### src/rtl/scan_test_sequencer.sv
// Scan-test controller: LFSR patterns into the core scan chain, MISR compaction of scan_out, signature compare.
// Capture is a single cycle and unload overlaps the next shift; outputs are registered from the next state.
module scan_test_sequencer #(
  parameter int          CHAIN_LEN    = 64,
  parameter int          NUM_PATTERNS = 16,
  parameter logic [15:0] LFSR_SEED    = 16'hACE1
) (
  input  logic        clk,
  input  logic        rst,
  input  logic        start,
  input  logic [15:0] expected_sig,
  input  logic        scan_out,
  output logic        scan_en,
  output logic        scan_in,
  output logic        busy,
  output logic        done,
  output logic        pass,
  output logic [15:0] signature
);

  localparam int BW = $clog2(CHAIN_LEN);
  localparam int PW = $clog2(NUM_PATTERNS + 1);
  localparam logic [BW-1:0] BIT_LAST = BW'(CHAIN_LEN - 1);
  localparam logic [PW-1:0] PAT_LAST = PW'(NUM_PATTERNS);

  typedef enum logic [2:0] {IDLE, SHIFT, CAPTURE, UNLOAD, COMPARE} state_t;

  state_t        state, state_nxt;
  logic [BW-1:0] bit_cnt, bit_cnt_nxt;
  logic [PW-1:0] pat_cnt, pat_cnt_nxt, pat_inc;
  logic [15:0]   lfsr, lfsr_nxt, lfsr_step;
  logic [15:0]   misr, misr_nxt, misr_step;
  logic [15:0]   signature_nxt;
  logic          pass_nxt, scan_en_nxt, scan_in_nxt, busy_nxt, done_nxt;

  assign lfsr_step = (lfsr >> 1) ^ (lfsr[0] ? 16'hB400 : 16'h0000);
  assign misr_step = {misr[14:0], 1'b0} ^ (misr[15] ? 16'h1021 : 16'h0000) ^ {15'b0, scan_out};
  assign pat_inc   = pat_cnt + PW'(1);

  always_comb begin
    state_nxt     = state;
    bit_cnt_nxt   = bit_cnt;
    pat_cnt_nxt   = pat_cnt;
    lfsr_nxt      = lfsr;
    misr_nxt      = misr;
    pass_nxt      = pass;
    signature_nxt = signature;
    case (state)
      IDLE: begin
        if (start) begin
          lfsr_nxt      = LFSR_SEED;
          misr_nxt      = 16'h0000;
          pat_cnt_nxt   = '0;
          bit_cnt_nxt   = '0;
          pass_nxt      = 1'b0;
          signature_nxt = 16'h0000;
          state_nxt     = SHIFT;
        end
      end
      SHIFT: begin
        lfsr_nxt = lfsr_step;
        // The first load shifts out power-on garbage, so it is kept out of the signature.
        if (pat_cnt != '0) misr_nxt = misr_step;
        if (bit_cnt == BIT_LAST) begin
          bit_cnt_nxt = '0;
          state_nxt   = CAPTURE;
        end else begin
          bit_cnt_nxt = bit_cnt + BW'(1);
        end
      end
      CAPTURE: begin
        pat_cnt_nxt = pat_inc;
        state_nxt   = (pat_inc == PAT_LAST) ? UNLOAD : SHIFT;
      end
      UNLOAD: begin
        misr_nxt = misr_step;
        if (bit_cnt == BIT_LAST) begin
          bit_cnt_nxt = '0;
          state_nxt   = COMPARE;
        end else begin
          bit_cnt_nxt = bit_cnt + BW'(1);
        end
      end
      COMPARE: begin
        signature_nxt = misr;
        pass_nxt      = (misr == expected_sig);
        state_nxt     = IDLE;
      end
      default: state_nxt = IDLE;
    endcase

    // Pin outputs are registered from the next state so they switch on the edge entering it.
    scan_en_nxt = (state_nxt == SHIFT) || (state_nxt == UNLOAD);
    scan_in_nxt = (state_nxt == SHIFT) ? lfsr_nxt[0] : 1'b0;
    busy_nxt    = (state_nxt != IDLE);
    done_nxt    = (state_nxt == COMPARE);
  end

  always_ff @(posedge clk) begin
    if (rst) begin
      state     <= IDLE;
      bit_cnt   <= '0;
      pat_cnt   <= '0;
      lfsr      <= 16'h0000;
      misr      <= 16'h0000;
      scan_en   <= 1'b0;
      scan_in   <= 1'b0;
      busy      <= 1'b0;
      done      <= 1'b0;
      pass      <= 1'b0;
      signature <= 16'h0000;
    end else begin
      state     <= state_nxt;
      bit_cnt   <= bit_cnt_nxt;
      pat_cnt   <= pat_cnt_nxt;
      lfsr      <= lfsr_nxt;
      misr      <= misr_nxt;
      scan_en   <= scan_en_nxt;
      scan_in   <= scan_in_nxt;
      busy      <= busy_nxt;
      done      <= done_nxt;
      pass      <= pass_nxt;
      signature <= signature_nxt;
    end
  end

endmodule

### config.mk
export PLATFORM = sky130hd
export DESIGN_NAME = scan_test_sequencer
export DESIGN_NICKNAME = d
export VERILOG_FILES = /design/src/rtl/scan_test_sequencer.sv
export SDC_FILE = /design/constraint.sdc
export NUM_CORES = 1
export LEC_CHECK = 0
export BUFFER_PORTS_ARGS = -buffer_cell sky130_fd_sc_hd__buf_2
export CORE_MARGIN = 2
export CORE_UTILIZATION = 60
export DETAILED_ROUTE_END_ITERATION = 8
export PLACE_DENSITY = 0.94
export SLEW_MARGIN = 20
export SYNTH_ARGS = -nofsm -noshare
export SYNTH_HDL_FRONTEND = slang
export SYNTH_SLANG_ARGS = --single-unit
export TNS_END_PERCENT = 10
### constraint.sdc
create_clock -name clk -period 2.9 [get_ports clk]
set_clock_uncertainty 0.05 [all_clocks]
set_input_delay 0.58 -clock clk [delete_from_list [all_inputs] [get_ports clk]]
set_output_delay 0.58 -clock clk [all_outputs]
set_load 0.005 [all_outputs]
# Yosys cells after proc, flatten, opt, wreduce, memory -nomap -nowiden
# Cells that the tools add are included.
[word_totals] regBits=67 input_bits=20 output_inout_bits=21 word_cells=66
[classes] addsub=2 n_eq_ne=12 muxes=20 n_bitwise=4 reduce_logical=16
[op_table] op="16-bit 2-to-1 mux" n=4
[op_table] op="16-bit case mux with 2 select lines" n=2
[op_table] op="16-bit case mux with 3 select lines" n=1
[op_table] op="16-bit equality test" n=1
[op_table] op="15-bit by 16-bit XOR with 16-bit output" n=1
[op_table] op="16-bit by 1-bit XOR with 16-bit output" n=1
[op_table] op="16-bit by 13-bit XOR with 16-bit output" n=1
[op_table] op="13-bit 2-to-1 mux" n=1
[op_table] op="6-bit 2-to-1 mux" n=2
[op_table] op="3-bit case mux with 4 select lines" n=1
[op_table] op="6-bit case mux with 2 select lines" n=1
[op_table] op="5-bit case mux with 2 select lines" n=1
[op_table] op="3-bit by 2-bit equality test with 1-bit output (second input constant)" n=3
[op_table] op="3-bit 2-to-1 mux" n=3
[op_table] op="2-bit AND reduction" n=4
[op_table] op="2-bit nonzero test" n=4
[op_table] op="6-bit by 1-bit adder with 6-bit output (second input constant)" n=1
[op_table] op="3-bit by 1-bit equality test with 1-bit output (second input constant)" n=2
[op_table] op="3-bit equality test (second input constant)" n=2
[op_table] op="6-bit equality test (second input constant)" n=1
[op_table] op="3-bit nonzero test" n=2
[op_table] op="5-bit by 1-bit adder with 5-bit output (second input constant)" n=1
[op_table] op="5-bit equality test (second input constant)" n=1
[op_table] op="5-bit 2-to-1 mux" n=1
[op_table] op="other kinds (10)" n=12

# Depth between registers and ports, before layout
[depth] depth_word=7 depth_mapped=7 mapped_depth_nobuf=6

# Least setup slack after synthesis
# OpenSTA, ideal clock, no wires.
[synth_timing] kind="register to register" startpoint="reg state[2]" endpoint="reg misr[11]" setup_ps=70 arrival_time_ps=1511 required_time_ps=2780 slack_ps=1269 path_stages_with_launch=7 n_path_buf=2 period_less_slack_ps=1631 path_cell_list="dfxtp_1 -> or3b_1 -> buf_2 -> nor4_4 -> buf_6 -> o21ai_0 -> a21oi_1"
[synth_between] elab_chain_cells=3 word_cells_on_any_way=8 cone_classes="eq/ne (4); mux (1); reduce/logical (3)"
[synth_lines] item="start: declaration" line="28" source="state_t state, state_nxt;"
[synth_lines] item="start signal: assignment" line="113" source="state <= state_nxt;"
[synth_lines] item="3-bit by 1-bit equality test with 1-bit output, or another cell as far along" line="48" source="case (state)"
[synth_lines] item="2-bit inequality test (no line) / 3-bit nonzero test (equally long branches)"
[synth_lines] item="3-bit AND reduction (no line)"
[synth_lines] item="end signal: assignment" line="117" source="misr <= misr_nxt;"
[synth_lines] item="end: declaration" line="32" source="logic [15:0] misr, misr_nxt, misr_step;"
# Parallel ways exist; a longest one is shown, timed or not.
# A chain may end at the register's enable or synchronous reset.

# Worst setup path in the final report
[layout_timing] startpoint="reg state[0]" endpoint="reg misr[8]"
# The elaborated chain is that of the path after synthesis.

==> results by group <==
Timing
  – Achievable frequency: between 400 and 500 MHz
  – Clock period minus worst slack: 2.41 ns
  – Max-slew violations: 0
  – Slew HR: 39.0%
  – # setup viols final: 0
  – Worst Tran Pin Value: 0.915 ns
  – Final period util: 83.1%
  – PnR worst setup slack: just under 0.5 ns
  – Setup TNS: 0 ns
  – Hold Fails Final Rpt: 0
  – Setup repair after global routing missed its margin: no

CTS
  – Deepest clock path buffer count: 2
  – # resized after CTS: 0
  – Num CTS Buffers: 9
  – Clock latency on the worst-skew pair: 0.34 ns
  – CTS clk-pin slew, worst paths: 0.08 ns
  – Clock Sinks: 67
  – CTS tree: built
  – Number of post-CTS setup repair buffers: 0
  – Hold buffer count at cts: 0
  – H-tree levels: 3
  – Clock tree root driver cell: clkbuf_8

Setup path
  – R2R Path End: misr[8]
  – Crit path from: state[0]
  – WP data required: 3.11 ns
  – Cell Chain, Critical Path: or3b_1 > nor4_4 > o21ai_0 > a21oi_1
  – Crit path kind: reg -> reg
  – Worst-path fanout max: 16
  – Worst Setup EP: misr[8]
  – CP bufs+invs: 0
  – Slowest stage delay, CP: roughly 0.7 ns
  – R2R cell count: 4
  – Worst path slowest cell: nor4_4
  – Worst path arrival time: 2.62 ns
  – CP Depth: 4
  – Crit-path leading delay family: simple AND/OR/NAND/NOR gates
  – Type of origin of the critical path: flop
  – R2r startpoint: state[0]
  – R2r setup slk: between 0.4 and 0.5 ns
  – CP endpoint kind: flop

Floorplan
  – I/O pin total: 41
  – Starting Density: 61.2%
  – Die Y: 72.7 µm
  – Die ar.: approximately 5300 µm²
  – Core ar.: 4630 µm²
  – Row count: 25
  – Width of the die: 72.7 µm

Yosys
  – Post-synth EDFFs: 0
  – Synthesized area per cell: between 9 and 10 µm²
  – Async set-reset flop share out of synthesis: 0%
  – Distinct cells, synth: 41
  – Post-Syn Nets: approximately 340
  – Synth area leader: dfxtp_1
  – Flops & latches, synth: 67
  – Post-synthesis sequential area ratio: 47.3%
  – Top post-synthesis cells by area: dfxtp_1 (47%), a22oi_1 (7.1%), xor2_1 (6.2%)
  – Yosys warning count: 0
  – Synth Cell Area: 2840 µm²
  – Ys flop type: dfxtp_1
  – Yosys top cell area share: 47.3%
  – Gate Count Post-Synth: 315

Finish
  – Core Util, Final: 70.3%
  – Layout area overhead: 14.8%
  – Ratio of cells with drive above 1 in the final layout: a little under a fifth
  – Post-layout nets: 372
  – Most frequent cells in the layout: dfxtp_1 (67), nor2_1 (42), buf_2 (40)
  – Ant. Diodes: 0
  – Commonest non-fill, non-tap cell in the layout: dfxtp_1

Placed design
  – Dpl hpwl: 3970 µm
  – Routability cong.: 0.807
  – Pre-CTS WS: 0.726 ns
  – I/O Buffers: 40

Global route
  – Pin count of the biggest net entering global routing: 55
  – Vias in the first global route: 2193
  – Total grt overflow: 0
  – Initial antenna violation count: 0
  – Tot GR Track Use: between 20% and 30%
  – First-pass GRT wire length: 10500 µm

Worst hold path
  – Hold Crit Class: reg -> reg

Power and ir drop
  – LEAKAGE: approximately 1.3 nW
  – Pwr dens: ~600 nW/µm²
  – Seq pwr share: 49.2%
  – Int Pwr: 0.00148 W
  – Clock power frac: 43.9%
  – Power share of the combinational group: approximately 6.9%
  – NetSw: 0.000462 W
  – Peak VDD IR: 0.344 mV
  – Sw frac: between 20% and 30%

Drt
  – Routed vias: 2447
  – DRT antenna net count: 0
  – DRC violations left: 0
  – DRT Wirelength: 6310 µm
  – Number of detailed-route iterations in the first pass: 5
  – Iter 0 DRT Violations: ~230
  – Vias/cell: about 6
  – DR WL/cell: between 15 and 20 µm

Run
  – MaxCap Viol Count: 0

Status
  – Status: finished, final reports clean
## power by group through the flow
stage / combinational, W / clock (W) / sequential [W]
final: 0.000133 / 0.000853 / 0.000956
after global routing: 0.000148 / 0.000908 / 0.000958
after CTS: 0.000132 / 0.000868 / 0.000956
after detailed placement: 0.000130 / 0 / 0.000977
after global placement: 0.000127 / 0 / 0.000976
after floorplan: 0.0000968 / 0 / 0.000971
## cell usage after synthesis (all sizes together) (4+ instances only)
master,n
a21oi,29
a22oi,27
buf,7
clkbuf,14
dfxtp,67
inv,4
nand2,19
nand2b,5
nand3,7
nor2,42
nor4,4
o21ai,23
o22ai,4
xnor2,5
xor2,20
## cell families (layout without fill, tap and decap cells)
kind of cell	Yosys count	in the layout	share of synthesized area [%]
DFF	67	67	47.3
buffers and inverters	25	64	4.06
adders and majority gates	3	3	1.32
AOI/OAI and AO/OA	95	95	20.7
xor gates and xnor gates	25	25	7.72
and+or+nand+nor	100	100	18.9
## through the flow
stage,std cells,instance area [µm²],hold slack (ns),power (W)
floorplan,315,2840,0.404,0.00107
global placement,392,3030,0.422,0.00110
detailed placement,392,3030,0.434,0.00111
CTS,408,3260,0.450,0.00196
global route,408,3260,0.489,0.00201
finish,408,3260,0.450,0.00194
## layout make-up
cell class / count / area (µm²)
multi-input combinational: 223 / 1380
fill: 350 / 1370
sequential: 67 / 1340
timing repair buffer: 44 / 230
clock buffer: 9 / 124
clock inverter: 7 / 98.8
tap: 54 / 67.6
inverter: 4 / 15.0
## routing by layer
metal,GRT usage [%],part of all wire [%],vias up
li1,-,-,1185
met1,35.2,45,1161
met2,38.7,47,88
met3,5.39,5.6,13
met4,11.1,1.9,0
met5,0,0,-
## worst min path at each step
stage,from,to,cells after the start
4_1_cts,misr[0],misr[1],2
3_5_place_dp,lfsr[7],lfsr[6],2
5_1_grt,signature[12],signature[12],2
6_report,signature[12],signature[12],2
2_1_floorplan,bit_cnt[5],bit_cnt[5],1
3_3_place_gp,bit_cnt[5],bit_cnt[5],1
## worst register-to-register path, stage by stage, from the launching register on
cell and delay [ns]:
dfxtp_1 0.60, or3b_1 0.53, nor4_4 0.70, o21ai_0 0.26
a21oi_1 0.20
## sequential cells by signal, summed over array words and instances, names as in the netlist
| register | flops |
|---|---|
| scan_en | 1 |
| done | 1 |
| scan_in | 1 |
| misr | 16 |
| pat_cnt | 5 |
| lfsr | 16 |
| bit_cnt | 6 |
| state | 3 |
| signature | 16 |
| pass | 1 |
| busy | 1 |
No activity file was read; power rests on OpenSTA's default activity.
